$ cat config.mk
export PLATFORM = sky130hd
export DESIGN_NAME = mem_req_ctrl
export DESIGN_NICKNAME = d
export VERILOG_FILES = /design/src/rtl/mem_req_ctrl.sv
export SDC_FILE = /design/constraint.sdc
export NUM_CORES = 1
export LEC_CHECK = 0
export ABC_AREA = 1
export BUFFER_PORTS_ARGS = -buffer_cell sky130_fd_sc_hd__clkbuf_2
export CAP_MARGIN = 40
export CORE_ASPECT_RATIO = 1.75
export CORE_MARGIN = 2
export CORE_UTILIZATION = 28
export CTS_CLUSTER_DIAMETER = 100
export DETAILED_ROUTE_END_ITERATION = 8
export MAX_ROUTING_LAYER = met4
export PLACE_DENSITY = 0.57
export SLEW_MARGIN = 40
export SYNTH_ARGS = -nofsm -noshare
export SYNTH_HDL_FRONTEND = slang
export SYNTH_SLANG_ARGS = --single-unit
$ cat constraint.sdc
create_clock -name clk -period 3.65 [get_ports clk]
set_input_delay 0.9125 -clock clk [delete_from_list [all_inputs] [get_ports clk]]
set_output_delay 0.9125 -clock clk [all_outputs]
set_load 0.01 [all_outputs]
$ cat src/rtl/mem_req_ctrl.sv
// Single-outstanding request controller in front of a synchronous-write, combinational-read memory.
// Accepts one read/write at a time, holds the read enable LATENCY cycles, then presents one response.
module mem_req_ctrl #(
  parameter int N       = 1024,
  parameter int M       = 32,
  parameter int LATENCY = 2
) (
  input  logic                 clk,
  input  logic                 rst,
  input  logic                 req_valid,
  output logic                 req_ready,
  input  logic                 req_we,
  input  logic [$clog2(N)-1:0] req_addr,
  input  logic [M-1:0]         req_wdata,
  output logic                 resp_valid,
  input  logic                 resp_ready,
  output logic [M-1:0]         resp_rdata,
  output logic                 resp_err,
  output logic                 mem_write_enable,
  output logic                 mem_read_enable,
  output logic [$clog2(N)-1:0] mem_write_addr,
  output logic [$clog2(N)-1:0] mem_read_addr,
  output logic [M-1:0]         mem_write_data,
  input  logic [M-1:0]         mem_read_data,
  output logic [1:0]           dbg_state
);

  localparam int CW = (LATENCY > 1) ? $clog2(LATENCY) : 1;

  typedef enum logic [1:0] {IDLE, WRITE, READ, RESP} state_t;

  state_t        state;
  logic [CW-1:0] cnt;

  assign dbg_state = state;

  // Handshakes: a transfer happens on a rising edge where valid and ready are both 1.
  // The request side is ready only in IDLE; the response stays valid and stable until taken.
  always_ff @(posedge clk or posedge rst) begin
    if (rst) begin
      state            <= IDLE;
      cnt              <= '0;
      req_ready        <= 1'b1;
      resp_valid       <= 1'b0;
      resp_rdata       <= '0;
      resp_err         <= 1'b0;
      mem_write_enable <= 1'b0;
      mem_read_enable  <= 1'b0;
      mem_write_addr   <= '0;
      mem_read_addr    <= '0;
      mem_write_data   <= '0;
    end else begin
      case (state)
        IDLE: begin
          if (req_valid) begin
            req_ready  <= 1'b0;
            resp_rdata <= '0;
            resp_err   <= 1'b0;
            if (32'(req_addr) >= N) begin
              // Out-of-range requests never touch the memory.
              state      <= RESP;
              resp_valid <= 1'b1;
              resp_err   <= 1'b1;
            end else if (req_we) begin
              state            <= WRITE;
              mem_write_enable <= 1'b1;
              mem_write_addr   <= req_addr;
              mem_write_data   <= req_wdata;
            end else begin
              state           <= READ;
              mem_read_enable <= 1'b1;
              mem_read_addr   <= req_addr;
              cnt             <= CW'(LATENCY - 1);
            end
          end
        end
        WRITE: begin
          state            <= RESP;
          mem_write_enable <= 1'b0;
          mem_write_addr   <= '0;
          mem_write_data   <= '0;
          resp_valid       <= 1'b1;
        end
        READ: begin
          if (cnt == '0) begin
            state           <= RESP;
            resp_rdata      <= mem_read_data;
            resp_valid      <= 1'b1;
            mem_read_enable <= 1'b0;
            mem_read_addr   <= '0;
          end else begin
            cnt <= cnt - 1'b1;
          end
        end
        RESP: begin
          if (resp_ready) begin
            state      <= IDLE;
            resp_valid <= 1'b0;
            resp_rdata <= '0;
            resp_err   <= 1'b0;
            req_ready  <= 1'b1;
          end
        end
        default: state <= IDLE;
      endcase
    end
  end

endmodule

==> flow_metrics.tcl <==
set metrics [dict create \
    timing.final.crit_share_pct 62.0 \
    cts_buffer_depth 2 \
    crit_path_cell_trace "inv_1 > ha_1 > inv_2 > nor2_1 > nor2_2 > nand2_2 > nand2_1 > nand2_1" \
    synth_commonest_cells "258 x sky130_fd_sc_hd__nand2_1, 90 x sky130_fd_sc_hd__dfrtp_1, 52 x sky130_fd_sc_hd__inv_1, 37 x sky130_fd_sc_hd__o21ai_1, 13 x sky130_fd_sc_hd__nand3_1" \
    die_area_um2 15800 \
    initial_core_util_pct 28.7 \
    ys_warn_count 0 \
    tightest_hold_check_type "flop to flop" \
    grt_start_max_net_pins 92 \
    required_time_of_the_critical_path_ns 3.88 \
    routed-via-count 3596 \
    routed_wire_length_per_instance_um 12.2 \
    post_cts_buffers 0 \
    grt_antenna_before_repair 0 \
    critical_path.endpoint_type "flop" \
    mappedNetlistNets 605 \
    critical_path_buf_inv_count 2 \
    crit_arrival_ns 2.49 \
    chipHeight_um 165 \
    cap_viol_max_count 0 \
    finalNetCount 762 \
    io-pin-count 170 \
    worst-r2r-cell-count 8 \
    die-width_um 96.0 \
    finish.instance_area_um2 5380 \
    clock.fmax_mhz 442 \
    via_count_of_the_first_global_routing_pass 3471 \
    synth_largest_type_area_fraction_pct 54.4 \
    gr-total-overflow 0 \
    skew_ns 0.0103 \
    r2r_start "dbg_state[1]" \
    seq_total_area_yosys_pct 55.0 \
    max-vdd-ir-drop_mv 0.391 \
    post_synth_inst_count 518 \
    final_period_minus_worst_setup_slack_ns 2.26 \
    grt_use_total_pct 14.0 \
    drt_first_iter_violations 172 \
    port_buffers 168 \
    syn_area_um2 4140 \
    core_area_um2 14400 \
    dpl.hpwl_um 7730 \
    power_leakage_nw 3.32 \
    yosys.cell_types.count 22 \
    final-hold-violation-count 0 \
    routed_wirelength_um 10500 \
    critical_path_depth 8 \
    sort_of_element_at_the_start_of_the_critical_path "flop" \
    globalplace.congestion 0.813 \
    ys.flop_type "sky130_fd_sc_hd__dfrtp_1" \
    later_pin_clock_latency_in_the_skew_report_ns 0.34 \
    drive_gt1_share_pct 29.4 \
    timing.final.setup_violations 0 \
    worst_margin_pin_slew_ns 0.642 \
    ys_async_sr_fraction_pct 100 \
    remaining_drc_errors 0 \
    critPathMostFrequentCell "sky130_fd_sc_hd__nand2_1" \
    tritoncts.num_buffers 9 \
    rsz0062_at_grt "false" \
    dpl_cell_area_um2 5080 \
    clkSlewWorstSetupHoldPaths_ns 0.07 \
    route.antenna.remaining_nets 0 \
    area.growth.synth_to_final_pct 29.9 \
    firstDrtPassIters 4 \
    cts.repair.resized 0 \
    critPathCapture "resp_rdata[29]" \
    power.density_nw_per_um2 905 \
    worstHoldStart "resp_rdata[17]" \
    cts_htree_levels 3 \
    worst_r2r_endpoint "resp_rdata[29]" \
    post_cts_hold_buffer_count 0 \
    synth.area.top_cells "sky130_fd_sc_hd__dfrtp_1 54%, sky130_fd_sc_hd__nand2_1 23%, sky130_fd_sc_hd__inv_1 4.7%, sky130_fd_sc_hd__o21ai_1 4.5%, sky130_fd_sc_hd__ha_1 2.4%" \
    critical-path-top-delay-family "simple AND/OR/NAND/NOR gates" \
    worst_setup_path_startpoint "dbg_state[1]" \
    post-synth-top-count-cell "sky130_fd_sc_hd__nand2_1" \
    cp_slowest_stage_delay_ns 0.50 \
    cts_tree "done" \
    cts-root-buf "sky130_fd_sc_hd__clkbuf_16" \
    result_of_the_run "complete, no violations" \
    route.detailed.vias_per_inst 4.18 \
    number_of_max_slew_violations_in_the_final_report 0 \
    number_of_synthesized_flops_with_an_enable_pin 0 \
    syn_avg_cell_area_um2 8.00 \
    reg2reg_setup_slack_ns 1.39 \
    totalNegativeSetupSlack_ns 0 \
    timing.setup.critical_path_class "flop to flop" \
    critical_path_peak_fanout 32 \
    fp-row-count 58 \
    antenna_cells 0 \
    postSynthRegisterBits 91 \
    grt_first_pass_wirelength_um 16700 \
    slew_headroom_pct 57.1 \
    timing.critical_path.slowest_stage_cell "sky130_fd_sc_hd__nand2_2" \
    most_area_hungry_cell_type_in_the_yosys_netlist "sky130_fd_sc_hd__dfrtp_1" \
    cts_sinks 91 \
]
==> per-stage QoR <==
step	setup slack (ns)	instances	hold WS [ns]	power, W	utilization [%]
CTS	1.17	860	0.475	0.00498	37.2
global placement	1.05	844	0.454	0.00399	35.2
finish	1.39	860	0.469	0.00487	37.3
global route	1.06	860	0.486	0.00535	37.3
detailed placement	1.02	844	0.458	0.00402	35.2
floorplan	0.376	518	0.461	0.00332	-
==> registers in the layout, summed over array words and instances, names as in the netlist <==
signal / flops
mem_read_enable: 1
resp_valid: 1
cnt: 1
mem_write_data: 32
mem_read_addr: 10
req_ready: 1
mem_write_addr: 10
mem_write_enable: 1
resp_rdata: 32
dbg_state: 2
==> cell type report <==
type | instances | area, um2
Timing Repair Buffer | 174 | 898
Clock inverter | 6 | 66.3
Multi-Input combinational cell | 345 | 1480
Fill cell | 1587 | 9060
Sequential cell | 91 | 2280
Tap cell | 180 | 225
Inverter | 54 | 205
Clock buffer | 10 | 229
==> kinds of logic (layout without fill, tap and decap cells) <==
| logic type | count (synthesis) | count (layout) | synth area share, % |
|---|---|---|---|
| AO/OA/AOI/OAI | 48 | 48 | 6.07 |
| flip-flops | 91 | 91 | 55.0 |
| buffers and inverters | 82 | 244 | 9.45 |
| adder cells (fa/ha/maj) | 8 | 8 | 2.42 |
| AND/OR/NAND/NOR | 288 | 288 | 27.0 |
| other | 1 | 1 | 0.0905 |
==> routing by layer <==
layer | part of all wire, % | track usage [%]
met1 | 41 | 15.8
met2 | 52 | 24.0
met3 | 4.8 | 2.60
met4 | 2.5 | 5.97
met5 | 0 | -
==> power breakdown <==
group	switching (W)	internal [W]
clock network	0.000392	0.000531
registers	0.000254	0.00146
logic	0.00147	0.000764
==> worst min path at each step <==
stage                       to  depth (start not counted)
2_1_floorplan              cnt                          2
3_3_place_gp    resp_rdata[18]                          2
3_5_place_dp    resp_rdata[15]                          2
4_1_cts        mem_read_enable                          2
5_1_grt        mem_read_enable                          2
6_report        resp_rdata[17]                          2
==> cell usage in the layout, fill, tap and decap left out, drive strengths merged, types with 3 or more instances in the layout <==
cell type	Yosys	routed
nand2	260	260
clkbuf	9	178
dfrtp	90	90
inv	53	53
o21ai	47	47
nand3	14	14
nor2	13	13
ha	8	8
buf	19	6
clkinvlp	0	3
clkinv	1	3
==> worst reg2reg max path, delay by kind of cell, from the launching register on <==
kind                       cells  cell delay [ns]
and+or+nand+nor                5             1.17
buffers and inverters          2             0.25
adders and majority gates      1             0.27
DFF                            1             0.48
(Power assumes the default switching activity.)
